[src/rtl/pipe_hazard_tracker.sv]
// Tracks in-flight register writers after issue; picks forwarding sources and requests load-use stalls.
// Latency: forwarding/stall outputs are combinational from tracked state; entries advance one stage per non-stalled cycle.
// Backpressure: i_stall_ext freezes every entry and the stall counter; a load-use stall inserts a bubble at execute.
module pipe_hazard_tracker #(
    parameter int REG_ADDR_W = 5,
    parameter int FWD_DEPTH  = 3,
    parameter int LOAD_STAGE = 1,
    parameter int CNT_W      = 16,
    localparam int SEL_W     = $clog2(FWD_DEPTH + 1)
) (
    input  logic                  i_clk,
    input  logic                  i_arst,
    input  logic                  i_issue_valid,
    input  logic [REG_ADDR_W-1:0] i_issue_rd,
    input  logic                  i_issue_we,
    input  logic                  i_issue_load,
    input  logic [REG_ADDR_W-1:0] i_rs1_addr,
    input  logic [REG_ADDR_W-1:0] i_rs2_addr,
    input  logic                  i_stall_ext,
    input  logic                  i_flush,
    output logic [SEL_W-1:0]      o_fwd_rs1,
    output logic [SEL_W-1:0]      o_fwd_rs2,
    output logic                  o_stall_issue,
    output logic [SEL_W-1:0]      o_inflight,
    output logic [CNT_W-1:0]      o_stall_cnt
);

    logic [FWD_DEPTH-1:0]  vld_q, vld_d;
    logic [FWD_DEPTH-1:0]  we_q, we_d;
    logic [FWD_DEPTH-1:0]  ld_q, ld_d;
    logic [REG_ADDR_W-1:0] rd_q [FWD_DEPTH];
    logic [REG_ADDR_W-1:0] rd_d [FWD_DEPTH];
    logic [CNT_W-1:0]      cnt_q, cnt_d;

    logic             hit1, hit2, ld1, ld2, haz1, haz2, stall_issue;
    logic [SEL_W-1:0] idx1, idx2, inflight;

    // Scan oldest to youngest so the youngest matching writer is the one left standing.
    always_comb begin
        hit1 = 1'b0;
        hit2 = 1'b0;
        ld1  = 1'b0;
        ld2  = 1'b0;
        idx1 = '0;
        idx2 = '0;
        for (int k = FWD_DEPTH - 1; k >= 0; k--) begin
            if (vld_q[k] && we_q[k] && (rd_q[k] == i_rs1_addr) && (i_rs1_addr != '0)) begin
                hit1 = 1'b1;
                ld1  = ld_q[k];
                idx1 = SEL_W'(k);
            end
            if (vld_q[k] && we_q[k] && (rd_q[k] == i_rs2_addr) && (i_rs2_addr != '0)) begin
                hit2 = 1'b1;
                ld2  = ld_q[k];
                idx2 = SEL_W'(k);
            end
        end
        haz1        = hit1 && ld1 && (int'(idx1) < LOAD_STAGE);
        haz2        = hit2 && ld2 && (int'(idx2) < LOAD_STAGE);
        stall_issue = i_issue_valid && (haz1 || haz2);
    end

    always_comb begin
        inflight = '0;
        for (int k = 0; k < FWD_DEPTH; k++) begin
            inflight = inflight + SEL_W'(vld_q[k] & we_q[k]);
        end
    end

    assign o_stall_issue = stall_issue;
    assign o_fwd_rs1     = (hit1 && !haz1 && !stall_issue) ? idx1 + SEL_W'(1) : '0;
    assign o_fwd_rs2     = (hit2 && !haz2 && !stall_issue) ? idx2 + SEL_W'(1) : '0;
    assign o_inflight    = inflight;
    assign o_stall_cnt   = cnt_q;

    always_comb begin
        vld_d = vld_q;
        we_d  = we_q;
        ld_d  = ld_q;
        rd_d  = rd_q;
        cnt_d = cnt_q;
        if (!i_stall_ext) begin
            for (int k = FWD_DEPTH - 1; k >= 1; k--) begin
                vld_d[k] = vld_q[k-1];
                we_d[k]  = we_q[k-1];
                ld_d[k]  = ld_q[k-1];
                rd_d[k]  = rd_q[k-1];
            end
            vld_d[0] = i_issue_valid && !stall_issue && !i_flush;
            we_d[0]  = i_issue_we;
            ld_d[0]  = i_issue_load;
            rd_d[0]  = i_issue_rd;
            // A flushed stalled instruction becomes a plain bubble and is not counted.
            if (stall_issue && !i_flush && (cnt_q != {CNT_W{1'b1}})) begin
                cnt_d = cnt_q + CNT_W'(1);
            end
        end
    end

    always_ff @(posedge i_clk) begin
        if (i_arst) begin
            vld_q <= '0;
            cnt_q <= '0;
        end else begin
            vld_q <= vld_d;
            cnt_q <= cnt_d;
        end
    end

    // Payload fields are qualified by vld_q and need no reset.
    always_ff @(posedge i_clk) begin
        we_q <= we_d;
        ld_q <= ld_d;
        rd_q <= rd_d;
    end

endmodule

[config.mk]
export PLATFORM = sky130hd
export DESIGN_NAME = pipe_hazard_tracker
export DESIGN_NICKNAME = d
export VERILOG_FILES = /design/src/rtl/pipe_hazard_tracker.sv
export SDC_FILE = /design/constraint.sdc
export NUM_CORES = 1
export LEC_CHECK = 0
export CORE_MARGIN = 5
export CORE_UTILIZATION = 53
export CTS_CLUSTER_SIZE = 25
export DETAILED_ROUTE_END_ITERATION = 6
export PLACE_DENSITY_LB_ADDON = 0.15
export SLEW_MARGIN = 0
export SYNTH_ARGS = -nofsm -noshare
export SYNTH_HDL_FRONTEND = slang
export SYNTH_SLANG_ARGS = --single-unit
[constraint.sdc]
create_clock -name i_clk -period 7.32 [get_ports i_clk]
set_clock_uncertainty 0.15 [all_clocks]
set_input_delay 1.098 -clock i_clk [delete_from_list [all_inputs] [get_ports i_clk]]
set_output_delay 1.098 -clock i_clk [all_outputs]
set_load 0.05 [all_outputs]
# After elaboration in Yosys (flattened, before gate mapping)

Cells that the tools add are included.

Register bits after elaboration: 40
Output and inout port bits: 23
Input port bits: 22

Add/sub/neg operators: 5
Reductions and logical operators: 36
Muxes and demuxes: 20
Bitwise operators: 4
Eq/ne operators: 7
Order comparisons: 2

Operator list:

| operator                                                             | number |
|---|---|
| 5-bit == test                                                        | 6 |
| 1-bit logical AND                                                    | 28 |
| 16-bit by 1-bit adder with 16-bit output, second input constant      | 1 |
| 2-bit 2-to-1 mux                                                     | 8 |
| 16-bit inequality test, second input constant                        | 1 |
| 1-bit 2-to-1 mux                                                     | 12 |
| 5-bit nonzero test                                                   | 2 |
| 2-bit by 1-bit adder with 2-bit output, second input constant        | 2 |
| 1-bit zero test                                                      | 4 |
| 2-bit by 1-bit < comparator with 1-bit output, second input constant | 2 |
| 1-bit AND                                                            | 3 |
| 1-bit by 1-bit adder with 2-bit output                               | 1 |
| 2-bit by 1-bit adder with 2-bit output                               | 1 |
| 2-bit AND reduction                                                  | 1 |
| 1-bit logical OR                                                     | 1 |
| 1-bit inverter                                                       | 1 |

# Longest topological paths before layout

Gate-level depths: netlist of run 1.

Word-level depth: 13
Depth in mapped cells: 15

# Worst setup path before layout of run 1

OpenSTA, ideal clock, no wires.

Path kind: input to output
Start: in i_rs1_addr[1]
End: out o_fwd_rs2[1]
Buffers on the path: 0
Slack: 1.244 ns
Required time: 6.072 ns
Stages on the path: 9
Arrival time: 4.828 ns
Path through: or4_4 > nor2_1 > nor4_1 > or4_1 > ha_1 > o41ai_1 > o21bai_2 > and2_1 > nor4b_1

Longest elaborated chain between the ends: 13

Ends and longest elaborated chain:

| what                                                                               | line | RTL |
|---|---|---|
| from (decl)                                                                        | 17   | `input logic [REG_ADDR_W-1:0] i_rs1_addr,` |
| 5-bit == test                                                                      | 47   | `if (vld_q[k] && we_q[k] && (rd_q[k] == i_rs1_addr) && (i_rs1_addr != '0)) begin` |
| 1-bit logical AND (2 in a row)                                                     | 47   |  |
| 2-bit 2-to-1 mux or 1-bit 2-to-1 mux (tied branches) (3 in a row)                  | 47   |  |
| 2-bit by 1-bit < comparator with 1-bit output or 1-bit logical AND (tied branches) | 58   | `haz1 = hit1 && ld1 && (int'(idx1) < LOAD_STAGE);` |
| 1-bit logical AND *                                                                | 58   |  |
| 1-bit logical OR *                                                                 | 60   | `stall_issue = i_issue_valid && (haz1 \|\| haz2);` |
| 1-bit logical AND *                                                                | 60   |  |
| net o_stall_issue                                                                  | 23   | `output logic o_stall_issue,` |
| 1-bit zero test *                                                                  | 72   | `assign o_fwd_rs2 = (hit2 && !haz2 && !stall_issue) ? idx2 + SEL_W'(1) : '0;` |
| 1-bit logical AND *                                                                | 72   |  |
| 2-bit 2-to-1 mux *                                                                 | 72   |  |
| to (decl)                                                                          | 22   | `output logic [SEL_W-1:0] o_fwd_rs2,` |

Mark *: on every way through the listed nets, which the timed path passes. The rest lies on a longest branch.

# Worst setup path after layout of run 1

Start: in i_rs2_addr[1]
End: out o_fwd_rs2[1]

Longest elaborated chain between the ends: 13

Ends and longest elaborated chain:

| what                                                                               | line | RTL |
|---|---|---|
| from (decl)                                                                        | 18   | `input logic [REG_ADDR_W-1:0] i_rs2_addr,` |
| 5-bit == test                                                                      | 52   | `if (vld_q[k] && we_q[k] && (rd_q[k] == i_rs2_addr) && (i_rs2_addr != '0)) begin` |
| 1-bit logical AND (2 in a row)                                                     | 52   |  |
| 2-bit 2-to-1 mux or 1-bit 2-to-1 mux (tied branches) (3 in a row)                  | 52   |  |
| 2-bit by 1-bit < comparator with 1-bit output or 1-bit logical AND (tied branches) | 59   | `haz2 = hit2 && ld2 && (int'(idx2) < LOAD_STAGE);` |
| 1-bit logical AND                                                                  | 59   |  |
| 1-bit logical OR                                                                   | 60   |  |
| 1-bit logical AND                                                                  | 60   |  |
| 1-bit zero test                                                                    | 72   |  |
| 1-bit logical AND                                                                  | 72   |  |
| 2-bit 2-to-1 mux *                                                                 | 72   |  |

Mark *: on every way between the ends. The rest lies on a longest branch, timed or not.

==> metrics, run 1 <==
status=finished, final reports clean; largest cells by area after synthesis=edfxtp_1 28%, dfxtp_1 17%, xnor2_1 10%; Syn Inst Count=227; hold crit path type=flop to flop; Initial DRC Count=86; slew margin rel.=45.84%; Synth async-reset ratio=0%; Max IR drop VDD=0.0001106 V; top cell type's share of synthesized area=27.54%; Post-Syn Nets=253; RR Startpoint=rd_q[12]; met2 Track Usage GR=30.78%; DRC=0; startpoint type of the worst setup path=input port; crit path time final=6094 ps; ys flop type=edfxtp_1; Hold Path Sink=ld_q[2]; DP Worst Slack=1195 ps; vias in the first global route=1,837; final WL=5042 µm; reg2reg setup slack=3920 ps; TNS Setup=0 ps; Final Util=66.73%; die area=0.005735 mm²; Area Growth Syn to Fin=24.26%; hpwl dp=3809 µm; CTS H-tree depth=2; switching pwr=109.6 µW; Tightest Pin Transition=812.5 ps; number of vias per cell=5.916; syn avg cell area=10.09 µm²; Yosys warning count=0; Synth area leader=edfxtp_1; Hold Startpoint=ld_q[1]; Vert. Die Dim=75.73 µm; CTS Root Cell=clkbuf_8; Seq/Total Area, Yosys=44.15%; Post-synth top cells=27 x xnor2_1, 21 x edfxtp_1, 19 x dfxtp_1, 19 x nand3_1, 16 x a21oi_1; # hold bufs at CTS=0; die width=75.73 µm; crit path DAT=4850 ps; max-slew violations=0; CTS clk-pin slew, worst paths=80 ps; sequential share of power=52.5%; worst r2r dst=o_stall_cnt[11]; total gr overflow=0; initial core utilization=53.70%; Final setup viols=0; core footprint=0.004264 mm²; logic gate share of total power=11.5%; Clock Sinks=40; setup repair bufs after CTS=0; I/O Buffers=44; P_leak=0.0009722 µW; Pre-antenna DRT Iters=4; hold depth=0; Max Cap Viol=0; GRT met1 Usage=24.28%; total CTS buffers=5; # IOs=45; largest net degree at the start of global routing=29; Yosys cell types=47; grt peak-use layer=met2; crit share post-route=83.25%; critical path class=input port to output pin; Routed Antenna Nets=0; met3 usage=4.749%; most common cell in the netlist=xnor2_1; FMAX=164.1 MHz; Net Sw Frac=22.63%; setup repair after global routing missed its margin=no; synthesized area=0.002290 mm²; Global Route Usage Sum=18.84%; Post-synth EDFFs=21; FILL cells=365; via count=1,899; pwr dens=170.2 mW/mm²; cts repair resizes=0; CTS tree=built; internal power=374.7 µW; # nets final=294; antenna violations before repair=0; final setup margin=1226 ps; Antenna Cells=0; Worst-Skew Late Latency=290 ps; gpl congestion=0.8276; Clock power frac=36.0%; cell row count=24; Crit path required time=6070 ps; crit-path max FO=6; Max Root-Sink Buffers=2; routed len/inst=15.71 µm; Final Hold Vio Count=0; Worst R2R Path Depth=9; share of layout cells above drive strength 1=7.435%; first-pass GRT wire length=8252 µm; Yosys reg bits=40; CP Capture Type=output pin
-- worst max path at each step --
stage	startpoint	end	slack (ps)	depth (start not counted)
global route	i_rs2_addr[1]	o_fwd_rs2[1]	990	13
finish	i_rs2_addr[1]	o_fwd_rs2[1]	1230	13
CTS	i_rs2_addr[1]	o_fwd_rs2[1]	1190	13
global placement	i_rs1_addr[1]	o_fwd_rs2[1]	1290	11
floorplan	i_rs1_addr[1]	o_fwd_rs2[1]	1240	9
detailed placement	i_rs1_addr[1]	o_fwd_rs2[1]	1200	11
-- sequential cells by signal, indices dropped and copies added, names as in the netlist --
register / cells
we_q: 3
ld_q: 3
rd_q: 15
o_stall_cnt: 16
vld_q: 3
-- logic make-up (layout without fill, tap and decap cells) --
logic type / count (synthesis) / in the layout / synth area share (%)
compound gates: 47 / 47 / 15.57
fa+ha+maj: 4 / 4 / 2.514
xor+xnor: 28 / 28 / 10.71
mux: 4 / 4 / 1.858
flops: 40 / 40 / 44.15
buf+inv: 19 / 61 / 3.989
simple gates: 85 / 85 / 21.20
-- per-stage QoR --
| step | area, µm² | power, µW | cells | hold WS, ps |
|---|---|---|---|---|
| 2_1_floorplan | 2290 | 291.9 | 227 | 268.8 |
| 3_3_place_gp | 2738 | 314.3 | 313 | 275.7 |
| 3_5_place_dp | 2738 | 315.0 | 313 | 283.2 |
| 4_1_cts | 2845 | 489.4 | 321 | 302.1 |
| 5_1_grt | 2845 | 506.1 | 321 | 315.0 |
| 6_report | 2845 | 484.2 | 321 | 299.5 |
-- placed cells by master, fill, tap and decap left out, types with 2 or more instances in the layout --
master / n
o41ai_1: 2
a21oi_1: 16
mux2_2: 2
and2_1: 5
nand3_1: 19
clkbuf_8: 5
o21ai_1: 2
o211ai_2: 3
ha_1: 3
inv_1: 8
clkdlybuf4s50_1: 44
o31ai_1: 12
nor2b_1: 2
nor2_1: 10
or4_4: 2
nor3_1: 6
nor4_1: 2
nand2_1: 9
or3_1: 2
dfxtp_1: 19
nand4_1: 2
mux2i_1: 2
edfxtp_1: 21
xnor2_1: 27
and3_1: 10
or4_1: 13
-- layer usage --
layer	vias to the layer above	share of wire, %
met3	7	5.0
met4	0	1.2
met2	47	48
li1	938	-
met1	907	46
met5	-	0
-- area by class of cell --
class                           count  area (µm²)  area share [%]
Multi-Input combinational cell    168        1187           41.73
Sequential cell                    40        1011           35.53
Inverter                            9       33.78           1.187
Clock inverter                      2       35.03           1.231
Tap cell                           52       65.06           2.287
Timing Repair Buffer               44       440.4           15.48
Clock buffer                        6       72.57           2.551
-- power by group through the flow --
stage | Sequential [µW] | Combinational, µW | Clock, µW
6_report | 254 | 55.5 | 174
5_1_grt | 256 | 59.9 | 191
4_1_cts | 255 | 55.7 | 179
3_5_place_dp | 260 | 55.4 | 0
3_3_place_gp | 260 | 54.8 | 0
2_1_floorplan | 257 | 35.1 | 0
-- critical path, cell delays in order --
cell	delay [ps]
clkdlybuf4s50_1	500
or4_4	610
o211ai_2	220
nor3_1	120
nor3_1	200
inv_1	70
ha_1	190
o41ai_1	80
a21oi_2	90
o21bai_2	240
and2_1	220
nor4b_1	330
clkdlybuf4s50_1	870
Note: power is estimated with default switching activity, not from simulation.
==> run 2: changes to the inputs <==
Settings changed: CORE_UTILIZATION 53 to 52.
Clock period 7.32 ns to 5.93 ns, I/O delays scaled along.
==> metrics, run 2 (synthesis results as in run 1) <==
Top delay family on crit path=buffers and inverters; Area Growth Syn to Fin=24.64%; reg2reg setup slack=2570 ps (-1350 ps); Post-DP Area=0.002733 mm² (-0.18%); status=finished, final reports clean; final WL=5071 µm (+0.58%); vias in the first global route=1,850 (+0.71%); CTS H-tree depth=2 (unchanged); max-slew violations=0 (unchanged); CP bufs+invs=3 (unchanged); max incr delay on CP=800 ps (-70 ps); crit-path max FO=6 (unchanged); Clock Sinks=40 (unchanged); total CTS buffers=5 (unchanged); crit path cell chain=clkdlybuf4s50_1 -> or4_4 -> o211ai_2 -> nor3_1 -> nor3_1 -> inv_1 -> ha_1 -> o41ai_1 -> a21oi_2 -> o21bai_2 -> a21oi_1 -> and2_1 -> clkdlybuf4s50_1; TNS Setup=0 ps (unchanged); die width=76.36 µm (+0.83%); Crit path required time=4890 ps (-1180 ps); cell row count=24 (unchanged); # IOs=45 (unchanged); Final Cell Area=0.002854 mm² (+0.31%); Tightest Pin Transition=833.9 ps (+21.49 ps); Max Cap Viol=0 (unchanged); Crit-path slowest cell=clkdlybuf4s50_1; slew margin rel.=44.34% (-1.5 points); # nets final=294 (unchanged); I/O Buffers=44 (unchanged); first-pass GRT wire length=8576 µm (+3.9%); Pre-antenna DRT Iters=4 (unchanged); via count=1,848 (-2.7%); Routed Antenna Nets=0 (unchanged); total gr overflow=0 (unchanged); Largest register FFs=16 (unchanged); hold crit path type=flop to flop; setup repair after global routing missed its margin=no; Worst-Skew Late Latency=290 ps (about the same); Global Route Usage Sum=17.88% (-0.97 points); crit path time final=5404 ps; initial core utilization=52.95% (-0.75 points); CP Capture Type=output pin; startpoint type of the worst setup path=input port; core footprint=0.004324 mm² (+1.4%); DRC=0 (unchanged); Final Hold Vio Count=0 (unchanged); hpwl dp=3788 µm (-0.54%); setup repair bufs after CTS=0 (unchanged); CTS tree=built; Initial DRC Count=107 (+24%); Vert. Die Dim=76.36 µm (+0.83%); Max Root-Sink Buffers=2 (unchanged); CTS clk-pin slew, worst paths=70 ps (about the same); Antenna Cells=0 (unchanged); number of vias per cell=5.757 (-2.7%); # hold bufs at CTS=0 (unchanged); Max IR drop VDD=0.0001697 V (+53%); pwr dens=212.7 mW/mm² (+25%); FMAX=185.1 MHz; antenna violations before repair=0 (unchanged); routed len/inst=15.80 µm (+0.58%); CTS Root Cell=clkbuf_8; most common cell after layout, fill and taps aside=clkdlybuf4s50_1; cts repair resizes=0 (unchanged); largest net degree at the start of global routing=29 (unchanged); share of layout cells above drive strength 1=8.550% (+1.1 points); crit path DAT=4360 ps (-490 ps); gpl congestion=0.8796 (+6.3%); die area=0.005830 mm² (+1.7%); most frequent cells in the layout=42 x clkdlybuf4s50_1, 27 x xnor2_1, 21 x edfxtp_1; Final setup viols=0 (unchanged); critical path class=input port to output pin; P_leak=0.0009838 µW (+1.2%); crit share post-route=91.12%
[run 2: worst paths after layout]
| check | end | start | cells after the start |
|---|---|---|---|
| setup reg to reg | o_stall_cnt[12] | rd_q[12] | 9 |
| hold / removal | ld_q[2] | ld_q[1] | 0 |
| hold reg to reg | ld_q[2] | ld_q[1] | 0 |
| setup / recovery | o_fwd_rs1[1] | i_rs2_addr[2] | 13 |
[run 2: worst register-to-register path, delay by kind of cell (launching register included)]
| kind | cells | cell delay (ps) |
|---|---|---|
| AND/OR/NAND/NOR | 3 | 1280 |
| AO/OA/AOI/OAI | 4 | 1050 |
| flip-flops | 1 | 470 |
| XOR/XNOR | 1 | 190 |
| adder cells (fa/ha/maj) | 1 | 140 |
[run 2: power breakdown]
group          switching (µW)  leakage, µW  internal, µW
clock network            93.0    0.0000627           132
logic                    34.4     0.000562          33.6
registers                10.5     0.000359           304
total                     138     0.000984           469
[run 2: layout make-up]
cell class,instances,area (µm²)
sequential,40,1011
inverter,9,33.78
clock buffer,8,121.4
multi-input combinational,168,1187
fill,372,1470
timing repair buffer,44,435.4
tap,52,65.06
[run 2: routing by layer]
layer	vias to the layer above	GRT usage [%]	routed length, µm
met4	0	6.294	65
met5	-	0	0
met3	7	4.255	230
met2	49	27.91	2430
met1	851	24.19	2344
li1	941	-	-
[run 2: per-stage QoR]
step / std cells / power [µW] / setup slack [ps] / hold WS (ps) / util, %
detailed placement: 313 / 389.0 / 522.1 / 288.4 / 63.19
global route: 321 / 632.8 / 231.9 / 324.6 / 66.00
global placement: 313 / 387.8 / 581.5 / 275.1 / 63.19
finish: 321 / 607.0 / 526.5 / 305.2 / 66.00
floorplan: 227 / 360.3 / 271.4 / 268.8 / -
CTS: 321 / 612.7 / 495.1 / 304.5 / 66.00
==> run 3: changes to the inputs <==
Settings changed: SKIP_LAST_GASP from default to 1.
==> results of run 3 <==
No change in the layout: final DEF, timing and power equal those of run 2.
==> variant 1: new RTL, flow settings as in run 3 <==
Change the parameter `FWD_DEPTH` from 3 to 2.
--- a/src/rtl/pipe_hazard_tracker.sv
+++ b/src/rtl/pipe_hazard_tracker.sv
@@ -3,7 +3,7 @@
 // Backpressure: i_stall_ext freezes every entry and the stall counter; a load-use stall inserts a bubble at execute.
 module pipe_hazard_tracker #(
     parameter int REG_ADDR_W = 5,
-    parameter int FWD_DEPTH  = 3,
+    parameter int FWD_DEPTH  = 2,
     parameter int LOAD_STAGE = 1,
     parameter int CNT_W      = 16,
     localparam int SEL_W     = $clog2(FWD_DEPTH + 1)
Formal check against the unedited RTL: not equivalent (Yosys sat finds a counterexample within 4 cycles, from zero or initial values and one cycle with i_arst high).
==> variant 1 against run 3 <==
- final area decreased by 25%
- sequential cell count shrank 9
- synthesized cell count is 24% lower
- die area fell by 26%
- synthesized area down 29%
- wire length fell by 28%
- total power fell by 35%
- highest routed layer unchanged
- worst setup slack improved by 520 ps
- critical path depth shrank 5
- utilization is 4.9 points higher
- sequential share of layout area is 0.46 points lower
==> variant 1: results (changes against run 3) <==
[placed_design]
hpwl_um=2875  ; -24%
dpl.cell_count=257  ; -18%
routabilityCongestion=0.8363  ; -4.9%

[cts]
clk_latency_ps=330  ; +40 ps
post-cts-setup-buffers=0  ; unchanged
cts_root_buf=clkbuf_4
clk_pin_slew_ps=80

[global_route]
met2_usage=0.3267  ; +0.04755
grt_usage=0.1809  ; +0.002073
grt_pass1_wl_um=5968  ; -30%
grt_max_degree=24  ; -17%
met1_usage=0.1870  ; -0.05490
globalRouteMet3Util=0.04592  ; +0.003365
grt_pass1_vias=1433  ; -23%

[synth]
ys_top_cells_by_area=edfxtp_1 24%, dfxtp_1 22%, xor2_1 7.6%, a21oi_1 4.3%, or3_1 3.9%
syn_nets=197  ; -22%
synthCells=173  ; -24%
synthDistinctLibCells=34  ; -28%
synth_flop_cell=dfxtp_1
synth_edf_count=13  ; -38%
yosysWarnings=0  ; unchanged
yosys-top-cells-count=18 x dfxtp_1, 14 x a21oi_1, 14 x xor2_1
seq_area_frac_synth=0.4637  ; +0.02215

[power]
ir_worst_vdd_mv=0.1329  ; -22%
p_leak_nw=0.7272  ; -26%

[layout]
nNetsFinal=244  ; -17%
final_cells=265  ; -17%
drive_above_1_share=0.05882  ; -0.02668
fillers=228  ; -39%
postLayoutCoreUtil=0.7091  ; +0.04908

[sta]
hold_violations=0  ; unchanged
slew_headroom=0.5178  ; +0.07435

[critical_path]
critical_path.max_fanout=23  ; +17
reg2regPathDepth=6  ; -3
cp_data_arrival_time_ps=3850  ; -510 ps

[run_status]
outcome=completed

[route]
drt_iter0_drc=139  ; +30%
vias=1478  ; -20%
routed_wl_um=3633  ; -28%

==> variant 1: layer usage <==
metal | vias to the layer above | share of wire
met5 | - | 0
met4 | 0 | 0.029
met3 | 11 | 0.050
met2 | 50 | 0.52
met1 | 691 | 0.40
li1 | 726 | -
==> variant 1: worst max-delay path: stages <==
cell and delay, ps:
clkdlybuf4s50_1 480, nor3_1 210, nand2_1 100, and4_2 270, o21ai_2 590, nor2_1 160, nor4_1 300, clkdlybuf4s50_1 850
==> variant 1: logic make-up after synthesis <==
logic type | Yosys count | synth area share
buffers and inverters | 10 | 0.02472
XOR/XNOR | 20 | 0.1082
multiplexers | 4 | 0.02627
adder cells (fa/ha/maj) | 2 | 0.01545
AO/OA/AOI/OAI | 30 | 0.1043
flip-flops | 31 | 0.4637
AND/OR/NAND/NOR | 76 | 0.2573
==> variant 1: path summary, 6_finish.rpt <==
kind              slack (ps)             end          start
setup / recovery        1040    o_fwd_rs1[1]  i_rs1_addr[1]
hold / removal           340         we_q[1]        we_q[0]
setup reg to reg        3390  o_stall_cnt[9]        rd_q[5]
hold reg to reg          340         we_q[1]        we_q[0]
==> variant 1: cell type report <==
| class | instances | area share |
|---|---|---|
| inverters | 6 | 0.01049 |
| flip-flops and latches | 31 | 0.3497 |
| clock inverters | 1 | 0.002331 |
| clock buffers | 7 | 0.02098 |
| multi-input cells | 132 | 0.3858 |
| repair buffers | 44 | 0.2051 |
| well taps | 44 | 0.02564 |
==> variant 1: stage by stage <==
stage / setup WS, ps / hold slack [ps] / area [um2]
3_3_place_gp: 1107 / 292.7 / 2097
3_5_place_dp: 1019 / 322.5 / 2097
2_1_floorplan: 1304 / 276.8 / 1619
4_1_cts: 1025 / 343.3 / 2147
5_1_grt: 812.2 / 359.5 / 2147
6_report: 1043 / 337.9 / 2147
==> variant 1: where the power goes <==
group | leakage, nW | switching [W] | total, W | internal [W]
combinational | 0.426 | 0.0000185 | 0.0000415 | 0.0000230
clock | 0.0293 | 0.0000692 | 0.000115 | 0.0000462
sequential | 0.272 | 0.00000659 | 0.000237 | 0.000231
total | 0.727 | 0.0000943 | 0.000394 | 0.000300
==> variant 2: new RTL, settings of run 3 <==
Without the edit above. Put one more register stage on the output `o_stall_cnt`. The value now appears one clock later. The other outputs are not delayed to match.
--- a/src/rtl/pipe_hazard_tracker.sv
+++ b/src/rtl/pipe_hazard_tracker.sv
@@ -71,7 +71,9 @@
     assign o_fwd_rs1     = (hit1 && !haz1 && !stall_issue) ? idx1 + SEL_W'(1) : '0;
     assign o_fwd_rs2     = (hit2 && !haz2 && !stall_issue) ? idx2 + SEL_W'(1) : '0;
     assign o_inflight    = inflight;
-    assign o_stall_cnt   = cnt_q;
+    always_ff @(posedge i_clk) begin
+        o_stall_cnt <= cnt_q;
+    end
 
     always_comb begin
         vld_d = vld_q;
Function: changed (a bounded check fails within 4 cycles, from zero or initial values and one cycle with i_arst high).
==> variant 2 against run 3 <==
- global-route usage decreased by 1.2 points
- sequential cell count up 16
- wire length increased by 2.3%
- worst setup slack improved by 480 ps
- final area is 11% higher
- highest routed layer unchanged
- total power rose by 12%
- synthesized area up 12%
==> variant 2: results (changes against run 3) <==
[synth]
synthDistinctLibCells=44  ; -6.4%
seq_area_frac_synth=0.5200  ; +0.07851
syn_nets=267  ; +5.5%
yosys-top-cells-count=35 x dfxtp_1, 21 x edfxtp_1, 18 x xnor2_1
ys_top_cells_by_area=dfxtp_1 27%, edfxtp_1 25%, xnor2_1 6.2%, or4_1 4.1%, o31ai_1 3.5%

[power]
swShare=0.2254  ; -0.001716
p_leak_nw=1.093  ; +11%
ir_worst_vdd_mv=0.1871  ; +10%

[critical_path]
reg2regPathDepth=11  ; +2
critical_path.max_fanout=5  ; -1
cpMaxStageDelayCell=or4_4
cp_top_family=simple AND/OR/NAND/NOR gates
critical_path.max_stage_delay_ps=590  ; -210 ps
cp_data_arrival_time_ps=3890  ; -470 ps

[global_route]
grt_pass1_vias=1830  ; -1.1%
grt_max_degree=32  ; +10%
grt_pass1_wl_um=8376  ; -2.3%
antenna_found_initial=0  ; unchanged
grt_usage=0.1667  ; -0.01209

[cts]
cts_resized=0  ; unchanged
clk_pin_slew_ps=90  ; +20 ps

[route]
drt_iter0_drc=62  ; -42%
routed_wl_um=5186  ; +2.3%
viasPerCell=5.550  ; -3.6%

[run_status]
outcome=completed

[layout]
drive_above_1_share=0.06690  ; -0.01860
nNetsFinal=309  ; +5.1%

[placed_design]
pre_cts_slack_ps=1010  ; +487.8 ps
routabilityCongestion=0.8322  ; -5.4%
hpwl_um=3883  ; +2.5%

[worst_hold_path]
worstHoldPathType=flop to flop

[sta]
tightest_slew_ps=774.6  ; -59.34 ps

## variant 2: cell types whose count changed after synthesis, sizes merged, moves of 3 or more
cell | before | now
nor4 | 2 | 6
xnor2 | 27 | 18
dfxtp | 19 | 35
xor2 | 1 | 10
nand2 | 9 | 15
and3 | 10 | 7
o211ai | 5 | 2
nand3 | 19 | 11
## variant 2: area by class of cell
type	instances	area, um2
inverters	7	26.28
clock inverters	2	11.26
repair buffers	45	473.0
multi-input cells	168	1157
flip-flops and latches	56	1331
fillers	395	1599
clock buffers	6	72.57
well taps	67	83.83
## variant 2: through the flow
step | util | power, W | cells | area [um2]
final | 0.6637 | 0.0006776 | 351 | 3156
after global routing | 0.6637 | 0.0007083 | 351 | 3156
after CTS | 0.6637 | 0.0006846 | 351 | 3156
after detailed placement | 0.6461 | 0.0004917 | 343 | 3072
after global placement | 0.6461 | 0.0004907 | 343 | 3072
after floorplan | - | 0.0004641 | 241 | 2560
## variant 2: per-layer routing
metal  vias to the layer above  track usage  part of all wire  wire length, um
met2                        41       0.3046              0.51             2634
met4                         0      0.05236             0.010               53
li1                        981            -                 -                -
met3                         4      0.03363             0.035              183
met5                         -            0                 0                0
met1                       922       0.1938              0.45             2315
## variant 2: cells by family (layout without fill, tap and decap cells)
group / Yosys count / after routing / share of synthesized area
AO/OA/AOI/OAI: 43 / 43 / 0.1144
multiplexers: 4 / 4 / 0.01662
flip-flops: 56 / 56 / 0.5200
AND/OR/NAND/NOR: 89 / 89 / 0.2028
adder cells (fa/ha/maj): 4 / 4 / 0.02248
buffers and inverters: 17 / 60 / 0.02786
XOR/XNOR: 28 / 28 / 0.09579
## variant 2: power by group through the flow
stage                     clock network, W   logic, W  registers (W)
final                             0.000195  0.0000613       0.000421
after CTS                         0.000202  0.0000617       0.000421
after global placement                   0  0.0000608       0.000430
after floorplan                          0  0.0000372       0.000427
after detailed placement                 0  0.0000614       0.000430
after global routing              0.000219  0.0000664       0.000423
## variant 2: worst paths after layout
path	start	endpoint	slack, ps
hold reg to reg	cnt_q[9]	o_stall_cnt[9]	230
setup / recovery	i_rs2_addr[1]	o_fwd_rs1[1]	1000
hold / removal	cnt_q[9]	o_stall_cnt[9]	230
setup reg to reg	rd_q[12]	cnt_q[14]	2540
